## src/rtl/bk_adder_pipe.sv

```systemverilog
`default_nettype none
// ============================================================================
// Module      : bk_adder_pipe
// Description : Pipelined Brent-Kung prefix adder/subtractor with valid/ready
//               streams on input and output. WIDTH is a power of two (8..64),
//               PIPE selects 1..3 register stages (latency when not stalled).
//               Optional macro BK_ADDER_PIPE_SAT_EN: saturate s on signed
//               overflow (cout and ovf still report raw values).
// Revision    : 1.0 - initial release
// ============================================================================
module bk_adder_pipe #(
  parameter int WIDTH = 16,
  parameter int PIPE  = 3
) (
  input  logic             clk,
  input  logic             rst_n,
  input  logic             in_valid,
  output logic             in_ready,
  input  logic [WIDTH-1:0] x1,
  input  logic [WIDTH-1:0] x2,
  input  logic             cin,
  input  logic             sub,
  output logic             out_valid,
  input  logic             out_ready,
  output logic [WIDTH-1:0] s,
  output logic             cout,
  output logic             ovf
);

  localparam int LOG = $clog2(WIDTH);

  generate
    if (WIDTH < 8 || WIDTH > 64 || (WIDTH & (WIDTH - 1)) != 0) begin : g_bad_width
      $error("bk_adder_pipe: WIDTH must be a power of two in 8..64");
    end
    if (PIPE < 1 || PIPE > 3) begin : g_bad_pipe
      $error("bk_adder_pipe: PIPE must be 1..3");
    end
  endgenerate

  // Up-sweep: at level l, node i = k*2^(l+1)-1 absorbs node i-2^l, so node i
  // ends up holding the group (G,P) of its aligned 2^(l+1)-bit block.
  function automatic logic [2*WIDTH-1:0] up_sweep(input logic [WIDTH-1:0] p_i,
                                                  input logic [WIDTH-1:0] g_i);
    logic [WIDTH-1:0] gg;
    logic [WIDTH-1:0] pp;
    gg = g_i;
    pp = p_i;
    for (int l = 0; l < LOG; l++) begin
      for (int i = (2 << l) - 1; i < WIDTH; i += (2 << l)) begin
        gg[i] = gg[i] | (pp[i] & gg[i - (1 << l)]);
        pp[i] = pp[i] & pp[i - (1 << l)];
      end
    end
    return {pp, gg};
  endfunction

  // Down-sweep: fill in the remaining nodes from coarse to fine stride. Since
  // carry-in is folded into g[0], every resulting G[i] is the carry out of bit i.
  function automatic logic [WIDTH-1:0] down_sweep(input logic [WIDTH-1:0] p_u,
                                                  input logic [WIDTH-1:0] g_u);
    logic [WIDTH-1:0] gg;
    gg = g_u;
    for (int l = LOG - 2; l >= 0; l--) begin
      for (int i = 3 * (1 << l) - 1; i < WIDTH; i += (2 << l)) begin
        gg[i] = gg[i] | (p_u[i] & gg[i - (1 << l)]);
      end
    end
    return gg;
  endfunction

  logic [WIDTH-1:0] b;
  logic [WIDTH-1:0] p_in;
  logic [WIDTH-1:0] g_in;
  logic             c0;

  // Operand prep: invert B for subtract, fold carry/borrow-in into g[0].
  always_comb begin
    b       = sub ? ~x2 : x2;
    c0      = cin ^ sub;
    p_in    = x1 ^ b;
    g_in    = x1 & b;
    g_in[0] = g_in[0] | (p_in[0] & c0);
  end

  // Signals feeding the output stage from whichever front end is built.
  logic             os_valid;
  logic             os_c0;
  logic [WIDTH-1:0] os_p;
  logic [WIDTH-1:0] os_gu;
  logic [WIDTH-1:0] os_pu;
  logic             out_en;

  logic             out_valid_q, out_valid_d;
  logic             cout_q, cout_d;
  logic             ovf_q, ovf_d;
  logic [WIDTH-1:0] s_q, s_d;
  logic [WIDTH-1:0] carry;

  assign out_en = out_ready | ~out_valid_q;

  generate
    if (PIPE == 3) begin : g_pipe3
      logic             v1_q, v1_d, v2_q, v2_d;
      logic             c01_q, c01_d, c02_q, c02_d;
      logic [WIDTH-1:0] p1_q, p1_d, g1_q, g1_d;
      logic [WIDTH-1:0] p2_q, p2_d, gu2_q, gu2_d, pu2_q, pu2_d;
      logic [2*WIDTH-1:0] up;
      logic             en1, en2;

      // Stage 1 holds p/g/c0; stage 2 holds the up-sweep result.
      always_comb begin
        en2   = ~v2_q | out_en;
        en1   = ~v1_q | en2;
        up    = up_sweep(p1_q, g1_q);
        v1_d  = en1 ? in_valid : v1_q;
        p1_d  = p1_q;
        g1_d  = g1_q;
        c01_d = c01_q;
        if (en1 && in_valid) begin
          p1_d  = p_in;
          g1_d  = g_in;
          c01_d = c0;
        end
        v2_d  = en2 ? v1_q : v2_q;
        p2_d  = p2_q;
        c02_d = c02_q;
        pu2_d = pu2_q;
        gu2_d = gu2_q;
        if (en2 && v1_q) begin
          p2_d  = p1_q;
          c02_d = c01_q;
          pu2_d = up[2*WIDTH-1:WIDTH];
          gu2_d = up[WIDTH-1:0];
        end
      end

      // Front-end stage registers.
      always_ff @(posedge clk or negedge rst_n) begin
        if (!rst_n) begin
          v1_q  <= 1'b0;
          v2_q  <= 1'b0;
          c01_q <= 1'b0;
          c02_q <= 1'b0;
          p1_q  <= '0;
          g1_q  <= '0;
          p2_q  <= '0;
          gu2_q <= '0;
          pu2_q <= '0;
        end else begin
          v1_q  <= v1_d;
          v2_q  <= v2_d;
          c01_q <= c01_d;
          c02_q <= c02_d;
          p1_q  <= p1_d;
          g1_q  <= g1_d;
          p2_q  <= p2_d;
          gu2_q <= gu2_d;
          pu2_q <= pu2_d;
        end
      end

      assign in_ready = en1;
      assign os_valid = v2_q;
      assign os_c0    = c02_q;
      assign os_p     = p2_q;
      assign os_gu    = gu2_q;
      assign os_pu    = pu2_q;
    end else if (PIPE == 2) begin : g_pipe2
      logic             v1_q, v1_d, c01_q, c01_d;
      logic [WIDTH-1:0] p1_q, p1_d, g1_q, g1_d;
      logic [2*WIDTH-1:0] up;
      logic             en1;

      // Single front-end stage holding p/g/c0; up-sweep stays combinational.
      always_comb begin
        en1   = ~v1_q | out_en;
        up    = up_sweep(p1_q, g1_q);
        v1_d  = en1 ? in_valid : v1_q;
        p1_d  = p1_q;
        g1_d  = g1_q;
        c01_d = c01_q;
        if (en1 && in_valid) begin
          p1_d  = p_in;
          g1_d  = g_in;
          c01_d = c0;
        end
      end

      // Front-end stage register.
      always_ff @(posedge clk or negedge rst_n) begin
        if (!rst_n) begin
          v1_q  <= 1'b0;
          c01_q <= 1'b0;
          p1_q  <= '0;
          g1_q  <= '0;
        end else begin
          v1_q  <= v1_d;
          c01_q <= c01_d;
          p1_q  <= p1_d;
          g1_q  <= g1_d;
        end
      end

      assign in_ready = en1;
      assign os_valid = v1_q;
      assign os_c0    = c01_q;
      assign os_p     = p1_q;
      assign os_gu    = up[WIDTH-1:0];
      assign os_pu    = up[2*WIDTH-1:WIDTH];
    end else begin : g_pipe1
      logic [2*WIDTH-1:0] up;

      assign up       = up_sweep(p_in, g_in);
      assign in_ready = out_en;
      assign os_valid = in_valid;
      assign os_c0    = c0;
      assign os_p     = p_in;
      assign os_gu    = up[WIDTH-1:0];
      assign os_pu    = up[2*WIDTH-1:WIDTH];
    end
  endgenerate

  // Output stage: down-sweep, sum, carry/overflow, optional saturation.
  always_comb begin
    carry       = down_sweep(os_pu, os_gu);
    out_valid_d = out_en ? os_valid : out_valid_q;
    s_d         = s_q;
    cout_d      = cout_q;
    ovf_d       = ovf_q;
    if (out_en && os_valid) begin
      s_d    = os_p ^ {carry[WIDTH-2:0], os_c0};
      cout_d = carry[WIDTH-1];
      ovf_d  = carry[WIDTH-1] ^ carry[WIDTH-2];
`ifdef BK_ADDER_PIPE_SAT_EN
      // On overflow the operand MSBs agree, so a carry into the MSB means both
      // were 0 (positive overflow); otherwise both were 1 (negative overflow).
      if (ovf_d) begin
        s_d = carry[WIDTH-2] ? {1'b0, {(WIDTH-1){1'b1}}} : {1'b1, {(WIDTH-1){1'b0}}};
      end
`endif
    end
  end

  // Output registers.
  always_ff @(posedge clk or negedge rst_n) begin
    if (!rst_n) begin
      out_valid_q <= 1'b0;
      s_q         <= '0;
      cout_q      <= 1'b0;
      ovf_q       <= 1'b0;
    end else begin
      out_valid_q <= out_valid_d;
      s_q         <= s_d;
      cout_q      <= cout_d;
      ovf_q       <= ovf_d;
    end
  end

  assign out_valid = out_valid_q;
  assign s         = s_q;
  assign cout      = cout_q;
  assign ovf       = ovf_q;

endmodule
`default_nettype wire
```

## config.mk

```make
export PLATFORM = sky130hd
export DESIGN_NAME = bk_adder_pipe
export DESIGN_NICKNAME = d
export VERILOG_FILES = /design/src/rtl/bk_adder_pipe.sv
export SDC_FILE = /design/constraint.sdc
export NUM_CORES = 1
export LEC_CHECK = 0
export CAP_MARGIN = 20
export CORE_ASPECT_RATIO = 1.75
export CORE_MARGIN = 2
export CORE_UTILIZATION = 45
export CTS_CLUSTER_SIZE = 12
export DETAILED_ROUTE_END_ITERATION = 10
export HOLD_SLACK_MARGIN = 0.02
export PLACE_DENSITY = 0.7
export SKIP_CTS_REPAIR_TIMING = 1
export SYNTH_ARGS = -nofsm -noshare
export SYNTH_HDL_FRONTEND = slang
export SYNTH_SLANG_ARGS = --single-unit
```

## constraint.sdc

```tcl
create_clock -name clk -period 1.35 [get_ports clk]
set_input_delay 0.135 -clock clk [delete_from_list [all_inputs] [get_ports clk]]
set_output_delay 0.135 -clock clk [all_outputs]
set_load 0.03 [all_outputs]
```

==> metrics.csv, run 1 <==
stage,metric,value,unit
timing,fin. max-slew vios,0,
synth,Post-Syn Instances,313,
synth,register area share after synthesis,55.8,%
timing,crit path time final,1.44,ns
worst_setup_path,Setup CP Type,flip-flop to flip-flop,
synth,Area contributors post-synth,"dfrtp_1 56%, mux2_2 17%, ha_1 7.0%, xor2_1 5.4%, nand2_1 3.2%",
worst_setup_path,reg-to-reg startpoint,g_pipe3.v1_q$_DFFE_PN0N_,
routing,drt first-iter violations,195,
layout,P&R area growth vs syn,42.2,%
timing,final hold slack,0.285,ns
synth,Mapped Nets,374,
placement,dpl cells,504,
clock_network,# clock sinks,91,
synth,post-synthesis async set-or-reset flop share,100,%
clock_network,Max H-tree Level,3,
floorplanning,Die ar.,0.00988,mm²
routing,final WL,9280,µm
clock_network,clock buffer depth,2,
worst_setup_path,crit path DAT,1.67,ns
timing,f_max,695,MHz
timing,worst slew pin tran,0.447,ns
flow_run,Max-Cap Viols,0,
worst_setup_path,Max Fanout on Critical Path,10,
synth,area fraction of the dominant cell type after synthesis,55.8,%
pwr,Leakage,2.92,nW
worst_setup_path,worst reg2reg setup slack,-0.09,ns
global_routing,vias in the first global route,2664,
floorplanning,Ports,58,
timing,Final period util,107,%
floorplanning,Starting Density,45.8,%
pwr,Power Dens Cells,1740,mW/mm²
worst_setup_path,CP Launch Type,flip-flop,
placement,DP Worst Slack,-0.306,ns
global_routing,gr ovfl total,0,
floorplanning,Die Span Y,130,µm
global_routing,pin count of the biggest net entering global routing,31,
placement,GP Congestion,0.791,
layout,fill count,660,
routing,drt wl/cell,17.4,µm
global_routing,first-pass GRT wire length,12900,µm
timing,RSZ-0062 raised after global routing,yes,
timing,setup TNS,-2.28,ns
clock_network,root buf cell,clkbuf_16,
clock_network,clk slew on worst S/H paths,0.06,ns
timing,Final Hold Fails,0,
pwr,Overall Power,0.0101,W
layout,fin cells,532,
global_routing,GRT Resource Usage Total,17.3,%
layout,Reg area,0.00228,mm²
routing,# DRC,0,
routing,Final ANT Viol Nets,0,
worst_setup_path,RR Endpoint,g_pipe3.p1_q[3]$_DFFE_PN0P_,
synth,Post-synth EDFFs,0,
placement,DP HPWL,5700,µm
synth,Mapped Area,0.00408,mm²
worst_setup_path,crit path launch,g_pipe3.v1_q$_DFFE_PN0N_,
synth,Unique masters post-synth,24,
routing,vias,2685,
layout,share of layout cells above drive strength 1,31.8,%
timing,Setup-failing EPs final,48,
clock_network,worst skew pair latency,0.34,ns
layout,ANT cells,0,
run_status,violated checks,setup timing,
floorplanning,Die Wd,76.0,µm
floorplanning,# rows,46,
synth,Syn. warnings,0,
layout,area of the multi-input gates,0.00198,mm²
synth,post-synth top area cell,dfrtp_1,
worst_hold_path,Tightest Hold Check Type,input pin to async pin,
routing,Initial DRT Pass Iterations,6,
layout,Total Nets Final,469,
global_routing,initial antenna violation count,0,
worst_setup_path,reg2reg path depth,4,
synth,number of synthesized register bits,91,
timing,setup ws final,-0.0885,ns
clock_network,CTS tree,yes,
placement,port bufs,57,
worst_setup_path,CP endpoint,g_pipe3.p1_q[3]$_DFFE_PN0P_,
clock_network,CTS Buf Count,9,
floorplanning,core area,0.00892,mm²
worst_setup_path,CP required,1.58,ns
routing,vias per inst,5.05,
pwr,peak supply drop,0.923,mV
synth,Post-Syn Area per Cell,13.0,µm²
synth,"Top FF cell, synth",dfrtp_1,
timing,Slew HR,69.9,%
timing,clock skew,0.00632,ns
run_status,status,"complete, but fails checks",
worst_setup_path,CP endpoint kind,flip-flop,
[layer usage]
layer / track usage [%] / part of all wire, % / vias up
li1: - / - / 1281
met1: 17.9 / 39 / 1329
met2: 33.3 / 55 / 56
met3: 3.80 / 3.2 / 19
met4: 7.81 / 2.9 / 0
met5: 0 / 0 / -
[cell usage after synthesis, types with 4 or more instances]
cell type and count:
a21o_1 4, a21oi_1 9, buf_2 4, dfrtp_1 91
ha_1 23, mux2_2 60, mux2_4 5, nand2_1 35
nand2b_1 4, nor2_1 11, o21ai_0 24, xor2_1 25
[area by class of cell]
class	instances	share of cell area (%)
Clock inverter	3	0.258
Tap cell	120	2.58
Timing Repair Buffer	96	19.6
Multi-Input combinational cell	210	34.1
Sequential cell	91	39.2
Clock buffer	12	4.24
[sequential cells by signal, summed over array words and instances, names as in the netlist]
name,cells
g_pipe3.g1_q,16
g_pipe3.gu2_q,16
g_pipe3.p1_q,16
g_pipe3.p2_q,16
s,16
g_pipe3.pu2_q,4
cout,1
g_pipe3.c01_q,1
g_pipe3.c02_q,1
g_pipe3.v1_q,1
g_pipe3.v2_q,1
out_valid,1
ovf,1
[worst min-delay path by stage]
stage | start | endpoint | slack [ns] | depth (start not counted)
6_report | rst_n | s[4]$_DFFE_PN0P_ | 0.29 | 2
4_1_cts | rst_n | s[14]$_DFFE_PN0P_ | -0.25 | 1
5_1_grt | rst_n | s[4]$_DFFE_PN0P_ | 0.32 | 2
3_5_place_dp | rst_n | s[4]$_DFFE_PN0P_ | 0.11 | 1
3_3_place_gp | rst_n | s[6]$_DFFE_PN0P_ | 0.10 | 1
2_1_floorplan | rst_n | cout$_DFFE_PN0P_ | -0.16 | 0
[placed cells by master (no fill, tap or decap), types with 12 or more instances in the layout]
| master | Yosys | routed |
|---|---|---|
| o21ai_1 | 0 | 12 |
| dfrtp_1 | 91 | 90 |
| nand2_1 | 35 | 34 |
| mux2_2 | 60 | 13 |
| mux2_4 | 5 | 52 |
| clkdlybuf4s50_1 | 0 | 36 |
| clkbuf_16 | 0 | 15 |
| dlymetal6s2s_1 | 0 | 19 |
| o21ai_0 | 24 | 12 |
| buf_4 | 3 | 22 |
| xor2_1 | 25 | 25 |
| ha_1 | 23 | 20 |
[report_power, final]
group,internal [W],switching (W),leakage [nW]
Clock,0.00128,0.000993,0.132
Sequential,0.00357,0.000572,1.11
Combinational,0.00201,0.00169,1.68
Total,0.00685,0.00325,2.92
[metrics by stage]
step / util (%) / instance area, µm²
global placement: 56.5 / 5040
detailed placement: 56.5 / 5040
CTS: 59.4 / 5300
global route: 65.1 / 5810
finish: 65.1 / 5810
floorplan: - / 4110
[critical path, stage by stage (launching register included)]
cell	delay, ns
dfrtp_1	0.38
nand4b_1	0.21
nand2_4	0.20
clkbuf_16	0.20
mux2_2	0.33
[cells by family (layout without fill, tap and decap cells)]
kind of cell,count (synthesis),in the layout,share of synthesized area [%]
adder cells (fa/ha/maj),23,23,7.05
multiplexers,66,66,18.6
AND/OR/NAND/NOR,54,54,5.55
XOR/XNOR,27,27,5.79
flip-flops,91,91,55.8
buffers and inverters,12,111,1.87
AO/OA/AOI/OAI,40,40,5.36
Power figures use the tool's default switching activity.
==> inputs of run 2 (changes only) <==
- GPL_TIMING_DRIVEN: not set -> 0
==> run 2 against run 1 <==
Net effect: the run still ends with setup timing left; combinational power decreased by 5%; cell count decreased by 0.19%; critical path depth increased by 2; clock skew about the same; count of clock-buffer cells in the layout increased by 1; first-iteration DRC count increased by 7.7%; final area decreased by 0.95%; register-to-register slack about the same; sequential share of layout area increased by 0.38 points; die area unchanged; setup slack improved by 0.012 ns; largest power group unchanged.
==> metrics.csv, run 2 (synthesized netlist as in run 1, its figures left out) <==
stage,metric,value,unit,change
layout,"commonest non-fill, non-tap cell in the layout",dfrtp_1,,
layout,P&R area growth vs syn,40.9,%,
timing,Final Hold Fails,0,,unchanged
clock_network,clk slew on worst S/H paths,0.06,ns,about the same
timing,fin. max-slew vios,0,,unchanged
placement,DP Worst Slack,-0.765,ns,-0.460 ns
clock_network,CTS tree,yes,,
timing,worst slew pin tran,0.345,ns,-0.101 ns
routing,drt wl/cell,17.6,µm,+1.0%
global_routing,GRT Resource Usage Total,17.9,%,+0.65 points
worst_setup_path,CP Launch Type,flip-flop,,
routing,# DRC,0,,unchanged
worst_hold_path,Tightest Hold Check Type,input pin to async pin,,
worst_setup_path,Max Fanout on Critical Path,9,,-1
placement,GP Congestion,0.778,,-1.6%
layout,fin cells,531,,-0.19%
timing,setup ws final,-0.0765,ns,+0.0120 ns
placement,Placed Area,0.00485,mm²,-3.8%
routing,drt first-iter violations,210,,+7.7%
floorplanning,Starting Density,45.8,%,unchanged
worst_setup_path,worst path cell trace,nand3b_1 -> and2_4 -> buf_8 -> clkbuf_16 -> o211ai_1 -> o221ai_1,,
timing,RSZ-0062 raised after global routing,yes,,
timing,crit path time final,1.43,ns,-0.0120 ns
worst_setup_path,Crit path depth,6,,+2
global_routing,pin count of the biggest net entering global routing,68,,+120%
timing,f_max,701,MHz,+0.84%
timing,Setup-failing EPs final,47,,-2.1%
layout,"Core Util, Final",64.5,%,-0.62 points
layout,Total Nets Final,468,,-0.21%
layout,share of layout cells above drive strength 1,31.6,%,-0.17 points
floorplanning,Die ar.,0.00988,mm²,unchanged
worst_setup_path,CP endpoint kind,flip-flop,,
timing,setup TNS,-1.65,ns,+0.634 ns
floorplanning,Ports,58,,unchanged
placement,dpl cells,490,,-2.8%
clock_network,clock buffer depth,2,,unchanged
routing,final WL,9350,µm,+0.81%
floorplanning,Die Span Y,130,µm,unchanged
placement,DP HPWL,6020,µm,+5.6%
layout,Final Instance Area,0.00575,mm²,-0.95%
worst_setup_path,CP max-delay cell,dfrtp_1,,
pwr,Power Dens Cells,1770,mW/mm²,+1.5%
worst_setup_path,crit path DAT,1.63,ns,-0.04 ns
run_status,violated checks,setup timing,,
layout,fill count,684,,+3.6%
placement,port bufs,56,,-1.8%
run_status,status,"complete, but fails checks",,
worst_setup_path,reg2reg path depth,6,,+2
layout,"commonest cells after routing, fill and taps aside","90 x dfrtp_1, 43 x mux2_4, 35 x clkdlybuf4s50_1",,
global_routing,first-pass GRT wire length,13200,µm,+2.0%
worst_setup_path,CP required,1.56,ns,-0.02 ns
floorplanning,# rows,46,,unchanged
timing,Final period util,106,%,-0.89 points
global_routing,gr ovfl total,0,,unchanged
clock_network,root buf cell,clkbuf_16,,
global_routing,vias in the first global route,2598,,-2.5%
flow_run,Max-Cap Viols,0,,unchanged
worst_setup_path,critical path's largest stage delay,0.39,ns,about the same
global_routing,initial antenna violation count,0,,unchanged
worst_setup_path,CP Buf/Inv Count,2,,+1
routing,Final ANT Viol Nets,0,,unchanged
routing,vias per inst,5.13,,+1.7%
worst_setup_path,CP top delay family,flip-flops,,
timing,Slew HR,77.0,%,+7.1 points
pwr,peak supply drop,0.982,mV,+6.4%
clock_network,CTS Buf Count,9,,unchanged
timing,clock skew,0.00592,ns,-0.000401 ns
clock_network,worst skew pair latency,0.34,ns,about the same
floorplanning,Die Wd,76.0,µm,unchanged
worst_setup_path,Setup CP Type,flip-flop to flip-flop,,
clock_network,Max H-tree Level,3,,unchanged
pwr,Leakage,2.88,nW,-1.5%
clock_network,# clock sinks,91,,unchanged
layout,ANT cells,0,,unchanged
floorplanning,core area,0.00892,mm²,unchanged
routing,vias,2726,,+1.5%
routing,Initial DRT Pass Iterations,4,,-2
run 2: area by class of cell:
cell class / count / area [µm²] / share of cell area, %
well taps: 120 / 150 / 2.61
plain buffers: 12 / 140 / 2.44
repair buffers: 82 / 920 / 16.0
multi-input cells: 211 / 1970 / 34.2
clock buffers: 13 / 260 / 4.52
flip-flops and latches: 91 / 2280 / 39.6
clock inverters: 2 / 35.0 / 0.609
run 2: where the power goes:
group / switching, W / leakage, nW / internal (W)
sequential: 0.000588 / 1.11 / 0.00357
combinational: 0.00163 / 1.62 / 0.00188
clock: 0.000975 / 0.146 / 0.00152
run 2: worst paths after layout:
kind	startpoint	end	slack [ns]
max	g_pipe3.v2_q$_DFFE_PN0P_	g_pipe3.gu2_q[15]$_DFFE_PN0P_	-0.08
min	rst_n	s[6]$_DFFE_PN0P_	0.24
max reg2reg	g_pipe3.v2_q$_DFFE_PN0P_	g_pipe3.gu2_q[15]$_DFFE_PN0P_	-0.08
min reg2reg	s[13]$_DFFE_PN0P_	s[13]$_DFFE_PN0P_	0.47
max in group asynchronous	rst_n	g_pipe3.g1_q[11]$_DFFE_PN0P_	0.47
min in group clk	sub	g_pipe3.g1_q[0]$_DFFE_PN0P_	0.42
run 2: through the flow:
step / power [W] / hold slack [ns]
floorplan: 0.00597 / -0.161
detailed placement: 0.00721 / 0.0661
global placement: 0.00708 / 0.444
CTS: 0.00972 / -0.297
finish: 0.0102 / 0.241
global route: 0.0107 / 0.290
run 2: routing by layer:
layer | GRT usage, % | share of wire (%)
met5 | 0 | 0
met4 | 8.02 | 1.6
met3 | 3.32 | 3.0
met2 | 34.2 | 58
met1 | 19.3 | 37
==> inputs of run 3 (changes only) <==
- CTS_CLUSTER_SIZE: 12 -> not set
==> results of run 3 <==
No change in the layout: final DEF, timing and power equal those of run 2.
